$ cat config.mk
export PLATFORM = sky130hd
export DESIGN_NAME = entropy_collector
export DESIGN_NICKNAME = d
export VERILOG_FILES = /design/src/rtl/entropy_collector.sv
export SDC_FILE = /design/constraint.sdc
export NUM_CORES = 1
export LEC_CHECK = 0
export CAP_MARGIN = 5
export CORE_UTILIZATION = 50
export DETAILED_ROUTE_END_ITERATION = 6
export PLACE_DENSITY = 0.75
export SETUP_SLACK_MARGIN = 0.2
export SKIP_LAST_GASP = 1
export SYNTH_ARGS = -nofsm -noshare
export SYNTH_HDL_FRONTEND = slang
export SYNTH_SLANG_ARGS = --single-unit
$ cat constraint.sdc
create_clock -name clk -period 2.1 [get_ports clk]
set_input_delay 0.315 -clock clk [delete_from_list [all_inputs] [get_ports clk]]
set_output_delay 0.315 -clock clk [all_outputs]
set_load 0.02 [all_outputs]
$ cat src/rtl/entropy_collector.sv
// entropy_collector: samples a synchronised ring-oscillator bit on a strobe and
// debiases the samples with a von Neumann corrector. Accepted bits are packed
// into WIDTH-bit words, first bit at the MSB. A repetition-count health test
// latches a sticky failure, which freezes collection until reset.
module entropy_collector #(
   parameter int WIDTH       = 32,
   parameter int SYNC_STAGES = 2,
   parameter int RCT_LIMIT   = 32
) (
   input  logic             clk,
   input  logic             rst,
   input  logic             raw_bit,
   input  logic             sample_en,
   output logic             valid_out,
   output logic [WIDTH-1:0] random_out,
   output logic             rct_fail
);

   localparam int               CNT_W   = $clog2(WIDTH);
   localparam logic [CNT_W-1:0] CNT_MAX = CNT_W'(WIDTH - 1);
   localparam logic [7:0]       LIM     = 8'(RCT_LIMIT);

   typedef enum logic {
      ST_FIRST  = 1'b0,
      ST_SECOND = 1'b1
   } state_t;

   logic [SYNC_STAGES-1:0] r_sync;
   logic                   w_s_bit;
   state_t                 r_state;
   state_t                 w_state_next;
   logic                   r_b0;
   logic                   w_accept;
   logic [WIDTH-2:0]       r_sr;
   logic [CNT_W-1:0]       r_bit_cnt;
   logic [7:0]             r_run;
   logic [7:0]             w_run_next;
   logic                   r_last;
   logic                   r_have_last;
   logic                   w_live;
   logic                   w_trip;
   logic                   w_step;

   // Synchroniser chain for the asynchronous raw bit; the last stage is s_bit.
   always_ff @(posedge clk) begin
      if (rst) r_sync <= '0;
      else     r_sync <= {r_sync[SYNC_STAGES-2:0], raw_bit};
   end

   assign w_s_bit = r_sync[SYNC_STAGES-1];

   // A sample counts only on the strobe and only while the health test is clean.
   // The sample that trips the test is consumed by the test alone, so a word it
   // would have completed is never emitted.
   assign w_live = sample_en & ~rct_fail;
   assign w_trip = w_live & (w_run_next == LIM);
   assign w_step = w_live & ~w_trip;

   // Run length that this sample would produce, saturating at the limit.
   always_comb begin
      w_run_next = 8'd1;
      if (r_have_last && (w_s_bit == r_last)) begin
         w_run_next = (r_run == LIM) ? LIM : r_run + 8'd1;
      end
   end

   // Repetition-count state and the sticky failure flag.
   always_ff @(posedge clk) begin
      if (rst) begin
         r_run       <= 8'd0;
         r_last      <= 1'b0;
         r_have_last <= 1'b0;
         rct_fail    <= 1'b0;
      end else if (w_live) begin
         r_run       <= w_run_next;
         r_last      <= w_s_bit;
         r_have_last <= 1'b1;
         if (w_trip) rct_fail <= 1'b1;
      end
   end

   // Von Neumann pair FSM state register.
   always_ff @(posedge clk) begin
      if (rst) r_state <= ST_FIRST;
      else     r_state <= w_state_next;
   end

   // Von Neumann next state; a pair of differing samples yields its first bit.
   always_comb begin
      w_state_next = r_state;
      w_accept     = 1'b0;
      if (w_step) begin
         case (r_state)
            ST_FIRST:  w_state_next = ST_SECOND;
            ST_SECOND: begin
               w_state_next = ST_FIRST;
               w_accept     = (w_s_bit != r_b0);
            end
            default:   w_state_next = ST_FIRST;
         endcase
      end
   end

   // Capture the first sample of each pair.
   always_ff @(posedge clk) begin
      if (rst)                              r_b0 <= 1'b0;
      else if (w_step && r_state == ST_FIRST) r_b0 <= w_s_bit;
   end

   // Pack accepted bits MSB-first and publish each full word with a single pulse.
   always_ff @(posedge clk) begin
      if (rst) begin
         r_sr       <= '0;
         r_bit_cnt  <= '0;
         valid_out  <= 1'b0;
         random_out <= '0;
      end else begin
         valid_out <= 1'b0;
         if (w_trip) begin
            r_sr      <= '0;
            r_bit_cnt <= '0;
         end else if (w_accept) begin
            r_sr <= {r_sr[WIDTH-3:0], r_b0};
            if (r_bit_cnt == CNT_MAX) begin
               random_out <= {r_sr, r_b0};
               valid_out  <= 1'b1;
               r_bit_cnt  <= '0;
            end else begin
               r_bit_cnt <= r_bit_cnt + CNT_W'(1);
            end
         end
      end
   end

endmodule

==> results of run 1 <==
==> power by group <==
part           switching (mW)  internal, mW
registers              0.0130          1.60
logic                  0.0942        0.0844
clock network           0.584         0.672
==> flip-flops by register name (all words and copies together) (netlist names) <==
name / cells
r_state: 1
rct_fail: 1
r_last: 1
r_sync: 2
random_out: 32
r_run: 8
r_b0: 1
r_sr: 31
r_have_last: 1
r_bit_cnt: 5
valid_out: 1
==> critical path, stage by stage, from the launching register on <==
cell and delay [ns]:
sky130_fd_sc_hd__dfxtp_4 0.40, sky130_fd_sc_hd__nand4_4 0.10, sky130_fd_sc_hd__or3_4 0.34, sky130_fd_sc_hd__a221o_1 0.40, sky130_fd_sc_hd__buf_6 0.15, sky130_fd_sc_hd__a22o_1 0.25
sky130_fd_sc_hd__buf_12 0.18, sky130_fd_sc_hd__mux2i_2 0.24, sky130_fd_sc_hd__nor2_1 0.07
==> metal layers <==
layer	global-route usage	vias to the layer above	wire (um)
met5	0	-	0
met4	0.129	0	409
met3	0.0584	40	510
met2	0.422	130	5000
met1	0.314	1587	4300
li1	-	1498	-
==> layout by cell type (no fill, tap or decap), types with 4 or more instances in the layout <==
master | Yosys | final
sky130_fd_sc_hd__a21oi_1 | 48 | 36
sky130_fd_sc_hd__a21oi_2 | 0 | 12
sky130_fd_sc_hd__and3_1 | 4 | 4
sky130_fd_sc_hd__buf_12 | 2 | 7
sky130_fd_sc_hd__buf_16 | 0 | 7
sky130_fd_sc_hd__buf_4 | 6 | 24
sky130_fd_sc_hd__buf_6 | 1 | 7
sky130_fd_sc_hd__clkbuf_8 | 0 | 9
sky130_fd_sc_hd__clkdlybuf4s50_1 | 0 | 37
sky130_fd_sc_hd__dfxtp_1 | 84 | 78
sky130_fd_sc_hd__dfxtp_4 | 0 | 4
sky130_fd_sc_hd__inv_1 | 5 | 4
sky130_fd_sc_hd__mux2i_1 | 32 | 27
sky130_fd_sc_hd__mux2i_2 | 0 | 4
sky130_fd_sc_hd__nand2_1 | 11 | 11
sky130_fd_sc_hd__nand3_1 | 39 | 28
sky130_fd_sc_hd__nand3_2 | 0 | 11
sky130_fd_sc_hd__nor2_1 | 42 | 40
sky130_fd_sc_hd__o21ai_0 | 34 | 14
sky130_fd_sc_hd__o21ai_1 | 8 | 6
sky130_fd_sc_hd__o21ai_2 | 0 | 19
==> area by class of cell <==
| cell class | count | area (um2) | share of cell area |
|---|---|---|---|
| multi-input cells | 263 | 1900 | 0.380 |
| flip-flops and latches | 84 | 1700 | 0.341 |
| repair buffers | 87 | 1070 | 0.214 |
| clock buffers | 12 | 135 | 0.0271 |
| well taps | 77 | 96.3 | 0.0193 |
| clock inverters | 4 | 73.8 | 0.0148 |
| inverters | 5 | 18.8 | 0.00376 |
==> metrics by stage <==
step	worst slack, ns	power [mW]	cell area [um2]	instances
global placement	-0.0686	1.75	4090	496
CTS	-0.0538	3.00	4690	528
detailed placement	-0.120	1.76	4090	496
finish	-0.150	3.04	4990	532
floorplan	0.0103	1.72	3580	383
global route	-0.182	3.13	4990	532
==> worst paths after layout <==
path,to,startpoint,depth (start not counted)
hold / removal,random_out[17]$_SDFFE_PP0P_,random_out[17]$_SDFFE_PP0P_,2
hold reg to reg,random_out[17]$_SDFFE_PP0P_,random_out[17]$_SDFFE_PP0P_,2
setup reg to reg,r_sr[0]$_SDFFE_PP0N_,r_run[1]$_SDFFE_PP0P_,8
setup / recovery,r_sr[0]$_SDFFE_PP0N_,r_run[1]$_SDFFE_PP0P_,8
==> kinds of logic after synthesis <==
kind of cell,Yosys count
simple gates,121
mux,32
xor+xnor,4
compound gates,102
fa+ha+maj,4
buf+inv,36
flops,84
==> repair_timing <==
item,4_1_cts,5_1_grt
setup buffers,9,1
cloned,7,3
gates resized for setup,40,61
pin swaps,18,34
endpoints found under the hold margin,0,0
setup endpoints to repair,72,74
==> results.txt, run 1 <==
----------------------------------------------------
[Placed design]
  Routability Congestion ... roughly 0.85
  Count of buffers from port buffering ... 37
  Total half-perimeter wirelength after legalization and detailed placement ... roughly 4700 um

[Floorplan]
  Number of primary I/O pins ... 38
  Die span in y ... 85.2 um
  Initial Util ... 0.532
  Cell row count ... 29
  Die X ... 85.2 um
  Full die area ... approximately 7300 um2
  Floorplan Core Area ... around 6500 um2

[Clock network]
  Number of buffers inserted by hold repair at cts ... 0
  Num CTS Buffers ... 9
  Maximum number of buffers from clock root to sink ... 2
  Clock tree from TritonCTS ... built
  Reg clk slew, reported paths ... ~0.080 ns
  H-tree lvl count ... 3
  Cell chosen for the clock root ... sky130_fd_sc_hd__clkbuf_8
  Later-pin clock latency in the skew report ... roughly 0.36 ns
  Clock tree sinks ... 84

[Worst setup path]
  Critical path required time ... roughly 2.4 ns
  Crit path max fanout ... 36
  Critical Setup Path Class ... flop to flop
  Launching element type of the critical path ... flop
  Register-to-register setup slack ... -0.15 ns
  Data arrival time of the worst path ... ~2.5 ns
  Kind of capture point of the worst setup path ... flop

[Yosys]
  Number of distinct library cell variants in the gate-level netlist after synthesis ... 43
  Register area share after synthesis ... 0.486
  XOR/XNOR Fraction of Synth Area ... 0.0101
  Warning count from the yosys run ... 0
  Multiplexer fraction of the synthesized cell area ... 0.0926
  Top-area cell type share of the netlist area ... 0.486
  Synth Area in Simple Gates ... 0.173
  Netlist Area Pre-Place ... ~3500 um2
  Synthesized netlist net count ... 391
  Async set-reset flop share out of synthesis ... 0
  Cell accounting for the most synthesized area ... sky130_fd_sc_hd__dfxtp_1
  Mapped Cells ... roughly 380
  Largest cells by area after synthesis ... sky130_fd_sc_hd__dfxtp_1 (49%), sky130_fd_sc_hd__mux2i_1 (9.3%), sky130_fd_sc_hd__a21oi_1 (6.9%)
  Compound-Gate Fraction of Synth Area ... 0.163
  Area share of fa/ha/maj cells after synthesis ... 0.0145
  Synthesis-stage register bit count ... 84
  Library cell with the highest instance count after synthesis ... sky130_fd_sc_hd__dfxtp_1
  Average cell area after synthesis ... ~9.0 um2
  Ys flop type ... sky130_fd_sc_hd__dfxtp_1
  Number of enable flip-flop cells after synthesis ... 0
  Leading post-synthesis cells by instance count ... sky130_fd_sc_hd__dfxtp_1 (84), sky130_fd_sc_hd__a21oi_1 (48), sky130_fd_sc_hd__nor2_1 (42)
  Combinational family with the most area after synthesis ... simple AND/OR/NAND/NOR gates

[Timing]
  Final clock skew ... 0.00828 ns
  Final worst path period share ... 1.07
  Final critical-path setup slack ... -0.150 ns
  Worst Tran Pin Value ... 0.312 ns
  Tightest slew margin relative to the limit ... 0.792
  Number of pins exceeding their max-slew limit in the final report ... 0
  Final critical-path required period ... 2.25 ns
  Highest clock frequency the design can meet ... around 440 MHz
  Worst hold slack after final layout ... 0.463 ns
  Setup total negative slack ... -4.97 ns
  Count of final setup violators ... 64
  Hold violation total from the final report ... 0
  Setup repair after global routing missed its margin ... true

[Final layout]
  Fraction of final layout cells with drive strength greater than 1 ... 0.295
  Fill cell count ... slightly above 400
  Diodes inserted ... 0
  Post-layout nets ... 458
  Share of the core filled with cells ... 0.768
  Area overhead of the layout relative to synthesis ... 44.2%

[GRT]
  Maximum number of pins on one net before global-route repair ... 37
  Total grt overflow ... 0
  First-pass GRT wire length ... roughly 14000 um
  Initial antenna violation count ... 0
  Overall global routing resource usage ... 0.256
  Number of global-route vias before repair ... roughly 3100

[Detailed routing]
  Remaining DRCs ... 0
  Vias per cell ... around 6.1
  Wire length after detailed routing ... approximately 10000 um
  Total number of vias ... about 3300
  Wire length per cell ... around 19 um
  First DRT Iteration DRCs ... 172
  1st-pass router iterations ... 4
  Antenna-violating nets left ... 0

[Outcome]
  Run status ... finished, violations left
  Failing checks ... setup timing

[Min path]
  Worst min-delay path category ... flop to flop

[Power and ir drop]
  Leak Pwr ... roughly 2.0 nW
  Ratio of total power to cell area ... 610 nW/um2
  Highest ir drop seen on vdd ... 0.414 mV

[Job]
  Number of max-cap violations ... 0

----------------------------------------------------
Power figures use the tool's default switching activity.
==> run 2: changes to the inputs <==
--- a/config.mk
+++ b/config.mk
@@ -14,3 +14,4 @@
 export SYNTH_ARGS = -nofsm -noshare
 export SYNTH_HDL_FRONTEND = slang
 export SYNTH_SLANG_ARGS = --single-unit
+export TNS_END_PERCENT = 50
==> run 2 against run 1 <==
Compared with the run above:
- the run still ends with setup timing left
- setup slack gained 0.028 ns
- fmax grew 1.3%
- via count fell by 2.3%
- critical path type unchanged
- critical endpoint is now r_bit_cnt[0]$_SDFFE_PP0N_
- largest power group unchanged
==> results.txt, run 2 (synthesized netlist as in run 1, its figures left out) <==
----------------------------------------------------
[Placed design]
  Count of buffers from port buffering ... 37 (unchanged)
  Worst-case setup slack after placement ... -0.207 ns (was -0.120 ns)
  Total half-perimeter wirelength after legalization and detailed placement ... 4730 um (was 4740 um)
  Routability Congestion ... 0.831 (was 0.851)

[Detailed routing]
  Wire length after detailed routing ... 9350 um (was 10200 um)
  1st-pass router iterations ... 4 (unchanged)
  Antenna-violating nets left ... 0 (unchanged)
  Total number of vias ... 3181 (was 3255)
  Vias per cell ... 6.00 (was 6.12)
  First DRT Iteration DRCs ... 230 (was 172)
  Remaining DRCs ... 0 (unchanged)
  Wire length per cell ... 17.6 um (was 19.2 um)

[Clock network]
  Number of buffers inserted by hold repair at cts ... 0 (unchanged)
  H-tree lvl count ... 3 (unchanged)
  Cell chosen for the clock root ... sky130_fd_sc_hd__clkbuf_8 (unchanged)
  Reg clk slew, reported paths ... 0.08 ns (about the same)
  Later-pin clock latency in the skew report ... 0.36 ns (about the same)
  Maximum number of buffers from clock root to sink ... 2 (unchanged)
  Clock tree sinks ... 84 (unchanged)
  Clock tree from TritonCTS ... built (unchanged)
  Num CTS Buffers ... 9 (unchanged)

[Final layout]
  Area overhead of the layout relative to synthesis ... 35.1% (was 44.2%)
  Diodes inserted ... 0 (unchanged)
  Fraction of final layout cells with drive strength greater than 1 ... 0.192 (was 0.295)
  Post-layout nets ... 456 (was 458)
  Most common cell after layout, fill and taps aside ... sky130_fd_sc_hd__dfxtp_1 (unchanged)
  Share of the core filled with cells ... 0.719 (was 0.768)
  Regs by FF count ... random_out (32), r_sr (31), r_run (8) (unchanged)
  Commonest cells after routing, fill and taps aside ... sky130_fd_sc_hd__dfxtp_1 (79), sky130_fd_sc_hd__a21oi_1 (46), sky130_fd_sc_hd__nor2_1 (42) (was sky130_fd_sc_hd__dfxtp_1 (78), sky130_fd_sc_hd__nor2_1 (40), sky130_fd_sc_hd__clkdlybuf4s50_1 (37))
  FF/Latch Area ... 1700 um2 (about the same)
  Number of flip-flops in the largest register ... 32 (unchanged)
  Register with the most flip-flops ... random_out (unchanged)
  Fill cell count ... 439 (was 409)
  Area of the multi-input gates ... 1690 um2 (was 1900 um2)

[Outcome]
  Run status ... finished, violations left (unchanged)
  Failing checks ... setup timing (unchanged)

[Worst setup path]
  Launching element type of the critical path ... flop (unchanged)
  Critical-path top delay cell ... sky130_fd_sc_hd__a221o_1 (was sky130_fd_sc_hd__dfxtp_4)
  Largest stage delay, worst path ... 0.43 ns (was 0.40 ns)
  Crit path top cell by count ... sky130_fd_sc_hd__buf_4
  Critical path required time ... 2.34 ns (was 2.35 ns)
  Top cell family by delay on the critical path ... compound AO/OA/AOI/OAI gates (unchanged)
  Crit path max fanout ... 9 (was 36)
  Kind of capture point of the worst setup path ... flop (unchanged)
  Data arrival time of the worst path ... 2.47 ns (was 2.50 ns)
  Number of buffers and inverters on the critical path ... 3 (was 2)
  Critical-path cell list ... nor4b_4, nand3_2, a221o_1, buf_4, a31oi_4, a21o_1, buf_4, clkbuf_16, a21oi_1 (was nand4_4, or3_4, a221o_1, buf_6, a22o_1, buf_12, mux2i_2, nor2_1)
  Critical Setup Path Class ... flop to flop (unchanged)

[Timing]
  Worst hold slack after final layout ... 0.456 ns (was 0.463 ns)
  Tightest slew margin relative to the limit ... 0.793 (was 0.792)
  Highest clock frequency the design can meet ... 450 MHz (was 444 MHz)
  Final worst path period share ... 1.06 (was 1.07)
  Hold violation total from the final report ... 0 (unchanged)
  Count of final setup violators ... 59 (was 64)
  Final critical-path required period ... 2.22 ns (was 2.25 ns)
  Number of pins exceeding their max-slew limit in the final report ... 0 (unchanged)
  Final clock skew ... 0.0172 ns (was 0.00828 ns)
  Setup total negative slack ... -3.81 ns (was -4.97 ns)
  Final critical-path setup slack ... -0.122 ns (was -0.150 ns)
  Setup repair after global routing missed its margin ... true (unchanged)
  Worst Tran Pin Value ... 0.311 ns (was 0.312 ns)

[GRT]
  Overall global routing resource usage ... 0.237 (was 0.256)
  Maximum number of pins on one net before global-route repair ... 37 (unchanged)
  Total grt overflow ... 0 (unchanged)
  Initial antenna violation count ... 0 (unchanged)
  First-pass GRT wire length ... 13600 um (was 14500 um)
  Number of global-route vias before repair ... 2959 (was 3058)

[Floorplan]
  Full die area ... 7250 um2 (unchanged)
  Die X ... 85.2 um (unchanged)
  Number of primary I/O pins ... 38 (unchanged)
  Cell row count ... 29 (unchanged)
  Floorplan Core Area ... 6490 um2 (unchanged)
  Die span in y ... 85.2 um (unchanged)
  Initial Util ... 0.532 (unchanged)

[Power and ir drop]
  Sequential group share of total power ... 0.550 (was 0.528)
  Ratio of total power to cell area ... 625 nW/um2 (was 610 nW/um2)
  Power Total ... 2.92 mW (was 3.04 mW)
  Switching power ... 671 uW (was 691 uW)
  Internal portion of total power ... 2.25 mW (was 2.35 mW)
  Highest ir drop seen on vdd ... 0.475 mV (was 0.414 mV)
  Relative contribution of combinational cells to total power ... 0.051 (was 0.059)
  Clock network fraction of design power ... 0.398 (was 0.413)
  Switching part of the total ... 0.230 (was 0.227)
  Leak Pwr ... 1.93 nW (was 1.95 nW)

[Min path]
  Worst min-delay path category ... flop to flop (unchanged)

[Job]
  Number of max-cap violations ... 0 (unchanged)

----------------------------------------------------
==> run 2: per-stage QoR <==
| stage | std cells | cell area [um2] |
|---|---|---|
| 3_3_place_gp | 495 | 4050 |
| 3_5_place_dp | 495 | 4050 |
| 2_1_floorplan | 383 | 3510 |
| 5_1_grt | 530 | 4670 |
| 6_report | 530 | 4670 |
| 4_1_cts | 524 | 4510 |
==> run 2: final cells by class <==
type | count | share of cell area
Sequential cell | 84 | 0.363
Inverter | 5 | 0.00402
Clock buffer | 12 | 0.0311
Tap cell | 77 | 0.0206
Multi-Input combinational cell | 263 | 0.362
Timing Repair Buffer | 85 | 0.209
Clock inverter | 4 | 0.0104
==> run 2: path summary, 6_finish.rpt <==
check | start | end | cells past startpoint | slack (ns)
worst max-delay path | r_run[2]$_SDFFE_PP0P_ | r_bit_cnt[0]$_SDFFE_PP0N_ | 9 | -0.12
worst min-delay path | r_sync[0]$_SDFF_PP0_ | r_sync[1]$_SDFF_PP0_ | 1 | 0.46
worst min register to register | r_sync[0]$_SDFF_PP0_ | r_sync[1]$_SDFF_PP0_ | 1 | 0.46
worst max register to register | r_run[2]$_SDFFE_PP0P_ | r_bit_cnt[0]$_SDFFE_PP0N_ | 9 | -0.12
==> run 2: power groups by stage <==
| stage | Clock [mW] | Sequential, mW | Combinational [mW] |
|---|---|---|---|
| after floorplan | 0 | 1.64 | 0.0732 |
| after global placement | 0 | 1.65 | 0.106 |
| after detailed placement | 0 | 1.65 | 0.109 |
| after CTS | 1.14 | 1.61 | 0.133 |
| after global routing | 1.24 | 1.61 | 0.160 |
| final | 1.16 | 1.61 | 0.150 |
==> run 2: worst reg2reg max path: stages (launching register included) <==
cell and delay [ns]:
sky130_fd_sc_hd__dfxtp_4 0.38, sky130_fd_sc_hd__nor4b_4 0.29, sky130_fd_sc_hd__nand3_2 0.12, sky130_fd_sc_hd__a221o_1 0.43, sky130_fd_sc_hd__buf_4 0.17, sky130_fd_sc_hd__a31oi_4 0.16, sky130_fd_sc_hd__a21o_1 0.18, sky130_fd_sc_hd__buf_4 0.17
sky130_fd_sc_hd__clkbuf_16 0.16, sky130_fd_sc_hd__a21oi_1 0.05
==> run 2: repair_timing <==
action | in CTS | in global routing
pin swaps | 9 | 6
setup endpoints to repair | 72 | 74
resized for setup | 17 | 15
gates cloned | 4 | 5
buffers inserted | 9 | 1
==> run 2: per-layer routing <==
layer / track usage / share of wire / vias to the layer above
met5: 0 / 0 / -
met2: 0.411 / 0.48 / 120
li1: - / - / 1497
met1: 0.287 / 0.43 / 1525
met3: 0.0457 / 0.058 / 39
met4: 0.103 / 0.038 / 0
